## src/rtl/addsub_pkg.sv

```systemverilog
// Shared types and helpers for the carry-split pipelined add/subtract unit.
package addsub_pkg;

  typedef enum logic {OP_ADD = 1'b0, OP_SUB = 1'b1} op_e;

  // Fixed part of a stage payload; the sum-so-far and remaining operand
  // vectors depend on the data width and are sized in addsub_stage.
  typedef struct packed {
    logic carry;
    op_e  op;
  } stage_ctl_t;

  function automatic int unsigned chunk_w(input int unsigned w, input int unsigned s);
    return (s == 0) ? w : (w / s);
  endfunction

endpackage

```

## src/rtl/addsub_stage.sv

```systemverilog
// One pipeline stage: adds chunk g_index of the operands plus the incoming
// carry and holds sum-so-far, operands, carry and op in an elastic register.
module addsub_stage
  import addsub_pkg::*;
#(
  parameter int unsigned g_data_width = 8,
  parameter int unsigned g_stages     = 2,
  parameter int unsigned g_index      = 0
) (
  input  logic                    i_clk,
  input  logic                    i_rst,
  input  logic                    i_valid,
  input  logic                    i_ready,
  input  logic [g_data_width-1:0] i_res,
  input  logic [g_data_width-1:0] i_a,
  input  logic [g_data_width-1:0] i_b,
  input  stage_ctl_t              i_ctl,
  output logic                    o_ready,
  output logic                    o_valid,
  output logic [g_data_width-1:0] o_res,
  output logic [g_data_width-1:0] o_a,
  output logic [g_data_width-1:0] o_b,
  output stage_ctl_t              o_ctl
);

  localparam int unsigned CW = chunk_w(g_data_width, g_stages);
  localparam int unsigned LO = g_index * CW;

  logic                    r_valid;
  logic [g_data_width-1:0] r_res;
  logic [g_data_width-1:0] r_a;
  logic [g_data_width-1:0] r_b;
  stage_ctl_t              r_ctl;

  logic [CW:0]             w_sum;
  logic [g_data_width-1:0] w_res;
  logic                    w_unused_res;

  // Chunk adder; its result overwrites this stage's slice of the running sum.
  always_comb begin
    w_sum = {1'b0, i_a[LO +: CW]} + {1'b0, i_b[LO +: CW]} + {{CW{1'b0}}, i_ctl.carry};
    w_res = i_res;
    w_res[LO +: CW] = w_sum[CW-1:0];
  end

  assign w_unused_res = ^i_res[LO +: CW];

  // The register may load when empty or when its current item leaves this cycle.
  assign o_ready = ~r_valid | i_ready;

  // Elastic payload register; holds data, carry and valid while stalled.
  always_ff @(posedge i_clk or posedge i_rst) begin
    if (i_rst) begin
      r_valid <= 1'b0;
      r_res   <= '0;
      r_a     <= '0;
      r_b     <= '0;
      r_ctl   <= '0;
    end else if (o_ready) begin
      r_valid <= i_valid;
      if (i_valid) begin
        r_res <= w_res;
        r_a   <= i_a;
        r_b   <= i_b;
        r_ctl <= '{carry: w_sum[CW], op: i_ctl.op};
      end
    end
  end

  assign o_valid = r_valid;
  assign o_res   = r_res;
  assign o_a     = r_a;
  assign o_b     = r_b;
  assign o_ctl   = r_ctl;

endmodule

```

## src/rtl/pipelined_addsub.sv

```systemverilog
// Carry-split pipelined add/subtract unit with valid/ready handshake.
// Optional saturating outputs o_sat/o_ovf when ADDSUB_SAT_EN is defined.
module pipelined_addsub
  import addsub_pkg::*;
#(
  parameter int unsigned g_data_width = 8,
  parameter int unsigned g_stages     = 2
) (
  input  logic                    i_clk,
  input  logic                    i_rst,
  input  logic                    i_valid,
  output logic                    o_ready,
  input  logic                    i_sub,
  input  logic [g_data_width-1:0] i_A,
  input  logic [g_data_width-1:0] i_B,
  output logic                    o_valid,
  input  logic                    i_ready,
  output logic [g_data_width:0]   o_C,
`ifdef ADDSUB_SAT_EN
  output logic [g_data_width-1:0] o_sat,
  output logic                    o_ovf,
`endif
  output logic                    o_busy
);

  localparam int unsigned W = g_data_width;
  localparam int unsigned S = g_stages;

  if ((S < 1) || (S > W) || ((W % ((S < 1) ? 1 : S)) != 0)) begin : g_param_err
    $error("pipelined_addsub: g_data_width must be a multiple of g_stages, 1 <= g_stages <= g_data_width");
  end

  logic [S-1:0] w_valid_vec;
  logic         w_unused_tail;

  for (genvar k = 0; k < S; k++) begin : g_stage
    logic         w_in_valid;
    logic [W-1:0] w_in_res;
    logic [W-1:0] w_in_a;
    logic [W-1:0] w_in_b;
    stage_ctl_t   w_in_ctl;
    logic         w_down_ready;
    logic         w_up_ready;
    logic         w_valid;
    logic [W-1:0] w_res;
    logic [W-1:0] w_a;
    logic [W-1:0] w_b;
    stage_ctl_t   w_ctl;

    // Subtraction is A + ~B + 1: B is inverted once at the head, carry-in is the op bit.
    if (k == 0) begin : g_head
      assign w_in_valid = i_valid;
      assign w_in_res   = '0;
      assign w_in_a     = i_A;
      assign w_in_b     = i_B ^ {W{i_sub}};
      assign w_in_ctl   = '{carry: i_sub, op: (i_sub ? OP_SUB : OP_ADD)};
    end else begin : g_body
      assign w_in_valid = g_stage[k-1].w_valid;
      assign w_in_res   = g_stage[k-1].w_res;
      assign w_in_a     = g_stage[k-1].w_a;
      assign w_in_b     = g_stage[k-1].w_b;
      assign w_in_ctl   = g_stage[k-1].w_ctl;
    end

    if (k == S - 1) begin : g_tail
      assign w_down_ready = i_ready;
    end else begin : g_mid
      assign w_down_ready = g_stage[k+1].w_up_ready;
    end

    addsub_stage #(
      .g_data_width (W),
      .g_stages     (S),
      .g_index      (k)
    ) u_stage (
      .i_clk   (i_clk),
      .i_rst   (i_rst),
      .i_valid (w_in_valid),
      .i_ready (w_down_ready),
      .i_res   (w_in_res),
      .i_a     (w_in_a),
      .i_b     (w_in_b),
      .i_ctl   (w_in_ctl),
      .o_ready (w_up_ready),
      .o_valid (w_valid),
      .o_res   (w_res),
      .o_a     (w_a),
      .o_b     (w_b),
      .o_ctl   (w_ctl)
    );

    assign w_valid_vec[k] = w_valid;
  end

  assign w_unused_tail = ^{g_stage[S-1].w_a, g_stage[S-1].w_b};

  assign o_ready = g_stage[0].w_up_ready;
  assign o_valid = g_stage[S-1].w_valid;
  assign o_busy  = |w_valid_vec;
  // For subtraction the final carry is the inverted borrow.
  assign o_C     = {g_stage[S-1].w_ctl.carry ^ (g_stage[S-1].w_ctl.op == OP_SUB),
                    g_stage[S-1].w_res};

`ifdef ADDSUB_SAT_EN
  assign o_ovf = o_C[W];
  assign o_sat = (!o_C[W]) ? o_C[W-1:0] :
                 ((g_stage[S-1].w_ctl.op == OP_SUB) ? {W{1'b0}} : {W{1'b1}});
`endif

endmodule

```

## config.mk

```make
export PLATFORM = sky130hd
export DESIGN_NAME = pipelined_addsub
export DESIGN_NICKNAME = d
export VERILOG_FILES = /design/src/rtl/addsub_pkg.sv /design/src/rtl/addsub_stage.sv /design/src/rtl/pipelined_addsub.sv
export SDC_FILE = /design/constraint.sdc
export NUM_CORES = 1
export LEC_CHECK = 0
export CORE_MARGIN = 2
export CORE_UTILIZATION = 48
export DETAILED_ROUTE_END_ITERATION = 6
export GPL_ROUTABILITY_DRIVEN = 0
export PLACE_DENSITY_LB_ADDON = 0.3
export SETUP_SLACK_MARGIN = 0.15
export SYNTH_ARGS = -nofsm -noshare
export SYNTH_HDL_FRONTEND = slang
export SYNTH_SLANG_ARGS = --single-unit
```

## constraint.sdc

```tcl
create_clock -name i_clk -period 1.8 [get_ports i_clk]
set_input_delay 0.36 -clock i_clk [delete_from_list [all_inputs] [get_ports i_clk]]
set_output_delay 0.36 -clock i_clk [all_outputs]
set_load 0.005 [all_outputs]
```

==> Implementation_results.wiki <==
{| class="wikitable"
! Metric !! Value
|-
| Outcome || complete, no violations
|-
| Number of distinct standard cells referenced by the synthesized netlist || 21
|-
| CP max stage delay || between 0.5 and 0.6 ns
|-
| Most frequent cells in the layout || dfrtp_1 (26), clkdlybuf4s50_1 (25), buf_4 (14), nand2_1 (12)
|-
| Number of top-level design ports || 33
|-
| Wire length of the first global-routing pass || between 4000 and 5000 µm
|-
| Cells after Synth || 108
|-
| Maximum ir drop on the vdd rail || 0.5671 mV
|-
| Die boundary width || ~56 µm
|-
| Routed WL per cell || 13.35 µm
|-
| Cell area after technology mapping || about 1300 µm²
|-
| Maximum buffer depth of the clock tree || 2
|-
| Time the worst path needs with I/O delays and setup || between 1.5 and 2 ns
|-
| Number of global-route vias before repair || approximately 970
|-
| Required time of the worst setup path || about 2 ns
|-
| Maximum fanout along the worst path || 2
|-
| Parity-gate share of the synthesized area counting xor and xnor cells || around 8.7%
|-
| Area fraction in and, or, nand and nor cells after synthesis || 6.220%
|-
| Area of the core || 2522 µm²
|-
| Layout Area Growth over Synthesis || 38.47%
|-
| RSZ-0062 raised after global routing || true
|-
| Max Transition Viols Final || 0
|-
| Maximum number of pins on one net before global-route repair || 27
|-
| Static Leak || 0.0008398 µW
|-
| Critical Path End Type || flip-flop
|-
| Critical register-to-register path endpoint || g_stage[1].u_stage.o_res[7]
|-
| Cells on worst reg2reg path || 6
|-
| Routed Wire Length || 2457 µm
|-
| Type of the worst setup path || input port to flip-flop
|-
| Hold_buf cts || 0
|-
| Launch point of the worst reg-to-reg path || g_stage[0].u_stage.o_ctl[1]
|-
| Synth Warn # || 0
|-
| Data arrival time of the critical path || 1.87 ns
|-
| Detail Route Antenna Nets || 0
|-
| Minimum setup slack among reg-to-reg paths || 0.22 ns
|-
| Number of register bits inferred by synthesis || 26
|-
| Max_cap viols || 0
|-
| Share of cells above drive strength 1 || between 20% and 30%
|-
| Period utilization || 92.12%
|-
| F_max || between 600 and 700 MHz
|-
| Largest family of logic cells by synthesized area || multiplexers
|-
| Critical path depth || 6
|-
| Net Count, Synth || approximately 140
|-
| Start point of the critical path || i_B[1]
|-
| Post-Route Setup TNS || 0 ns
|-
| Setup-failing EPs final || 0
|-
| Leading cell type in the layout, fill and taps excluded || dfrtp_1
|-
| Total power per unit cell area || ~970 nW/µm²
|-
| Portion of the post-synthesis area used by sequential elements || around half
|-
| Vias post-DR || 909
|-
| Worst clock skew on the final layout || roughly 0.0057 ns
|-
| Pin slew with the least headroom to its limit || 0.3250 ns
|-
| Worst slew margin relative to its limit || between 70% and 80%
|-
| Detailed Routing Iterations Pass 1 || 4
|-
| Clock Sink Count || 26
|-
| Source-to-sink clock delay at the later pin of the worst-skew pair || 0.32 ns
|-
| Post-detailed-route DRC marker count || 0
|-
| Count of buffering cells on the critical path with inverters included || 1
|-
| Adder and majority cell fraction of the synthesized area || ~10%
|-
| Crit path max-delay cell type || clkdlybuf4s50_1
|-
| Cell at the root of the clock tree || clkbuf_4
|-
| Number of DRC markers in iteration 0 || 14
|-
| Kind of start point of the critical path || input port
|-
| Vertical die dimension || 56.19 µm
|-
| Vias per cell || roughly 5
|-
| Top cell family by delay on the critical path || buffers and inverters
|-
| Overall power of the completed layout || 1759 µW
|-
| Mean instance size in the synthesized netlist || about 12 µm²
|-
| Diode count || 0
|-
| Hpwl dp || ~1800 µm
|-
| Clock Pin Slew Worst Setup and Hold Paths || 0.13 ns
|-
| GRT Resource Usage Total || approximately 17%
|-
| Placement row count || 18
|-
| Capture point of the critical path || g_stage[0].u_stage.o_res[3]
|-
| H-tree level count || 1
|-
| Total gr overflow || 0
|-
| Mux share of post-synthesis cell area || 12.34%
|-
| TritonCTS clock tree || built
|-
| Number of antenna violations at the first check in global routing || 0
|-
| Worst min-delay path class || input port to asynchronous set/reset pin
|-
| Num CTS Buffers || 3
|-
| Final-stage net count || 186
|-
| Port bufs || 32
|-
| List of cells traversed by the critical path || clkdlybuf4s50_1, xor2_2, ha_1, a31oi_4, xnor2_1, mux2_2
|-
| Die Area || about 3200 µm²
|-
| Complex-gate fraction of the synthesized area || about 9.3%
|-
| Final Hold Fails || 0
|-
| Starting utilization of the core area || 51.84%
|}
[worst min path at each step]
stage	to	slack (ns)	cells after the start
6_report	g_stage[0].u_stage.o_b[7]	0.39	3
2_1_floorplan	g_stage[0].u_stage.o_a[4]	0.40	1
3_3_place_gp	g_stage[1].u_stage.o_res[6]	0.46	2
3_5_place_dp	g_stage[1].u_stage.o_res[6]	0.47	2
5_1_grt	g_stage[0].u_stage.o_b[7]	0.43	3
4_1_cts	g_stage[1].u_stage.o_res[7]	0.39	3
[final cells by class]
type	instances	area, µm²
timing repair buffer	47	441.7
sequential	26	650.6
fill	196	711.9
multi-input combinational	73	639.4
tap	30	37.54
inverter	5	18.77
clock buffer	3	22.52
[Yosys cell counts (all sizes together)]
cell,instances,share of area (%)
buf,3,1.6
clkbuf,1,0.29
o21ai,10,3.8
fa,3,4.6
mux2,14,12
ha,6,5.7
or2,1,0.48
nand3b,1,0.57
a31oi,1,1.6
a21oi,4,1.5
a21o,4,2.3
nor2,1,0.29
nand2,12,3.4
nand2b,3,1.4
xnor2,6,4.0
inv,5,1.4
xor2,7,4.7
dfrtp,26,50
[per-stage QoR]
stage	setup slack, ns	area [µm²]	cells	utilization [%]	hold slack, ns
6_report	0.1418	1810	184	71.78	0.3866
5_1_grt	0.1172	1810	184	71.78	0.4335
4_1_cts	0.06094	1794	184	71.13	0.3901
3_5_place_dp	-0.4454	1735	177	68.80	0.4690
3_3_place_gp	-0.3266	1735	177	68.80	0.4590
2_1_floorplan	0.04494	1316	108	-	0.4000
[kinds of logic (layout without fill, tap and decap cells)]
logic type / after synthesis / in the layout
xor gates and xnor gates: 13 / 13
muxes: 14 / 14
buffers and inverters: 9 / 55
AOI/OAI and AO/OA: 19 / 19
adders and majority gates: 9 / 9
and+or+nand+nor: 18 / 18
DFF: 26 / 26
[flip-flops by register name (all words and copies together) (netlist names)]
name	count
g_stage.u_stage.o_b	4
g_stage.u_stage.o_ctl	4
g_stage.u_stage.o_res	12
g_stage.u_stage.o_valid	2
g_stage.u_stage.o_a	4
[layer usage]
metal	part of all wire [%]	up-vias	track usage (%)
met5	0	-	0
met4	1.2	0	8.163
met3	2.9	2	1.395
met2	53	23	31.26
met1	42	434	20.24
li1	-	450	-
[power by group]
group	internal [µW]	total (µW)	switching, µW	leakage (µW)
registers	740	826	86.5	0.000309
logic	433	691	258	0.000517
clock network	78.4	241	163	0.0000138
[worst reg2reg max path: cells and delay by family (launching register included)]
| family | cells | cell delay [ns] |
|---|---|---|
| fa+ha+maj | 1 | 0.43 |
| compound gates | 3 | 0.35 |
| xor+xnor | 1 | 0.14 |
| buf+inv | 1 | 0.15 |
| flops | 1 | 0.43 |
[what timing repair did]
| action | in CTS | in global routing |
|---|---|---|
| pin swaps | 2 | 10 |
| endpoints found under the setup margin | 8 | 7 |
| resized for setup | 10 | 11 |
| setup buffers | 4 | 0 |
| hold endpoints to repair | 0 | 0 |
Power figures use the tool's default switching activity.
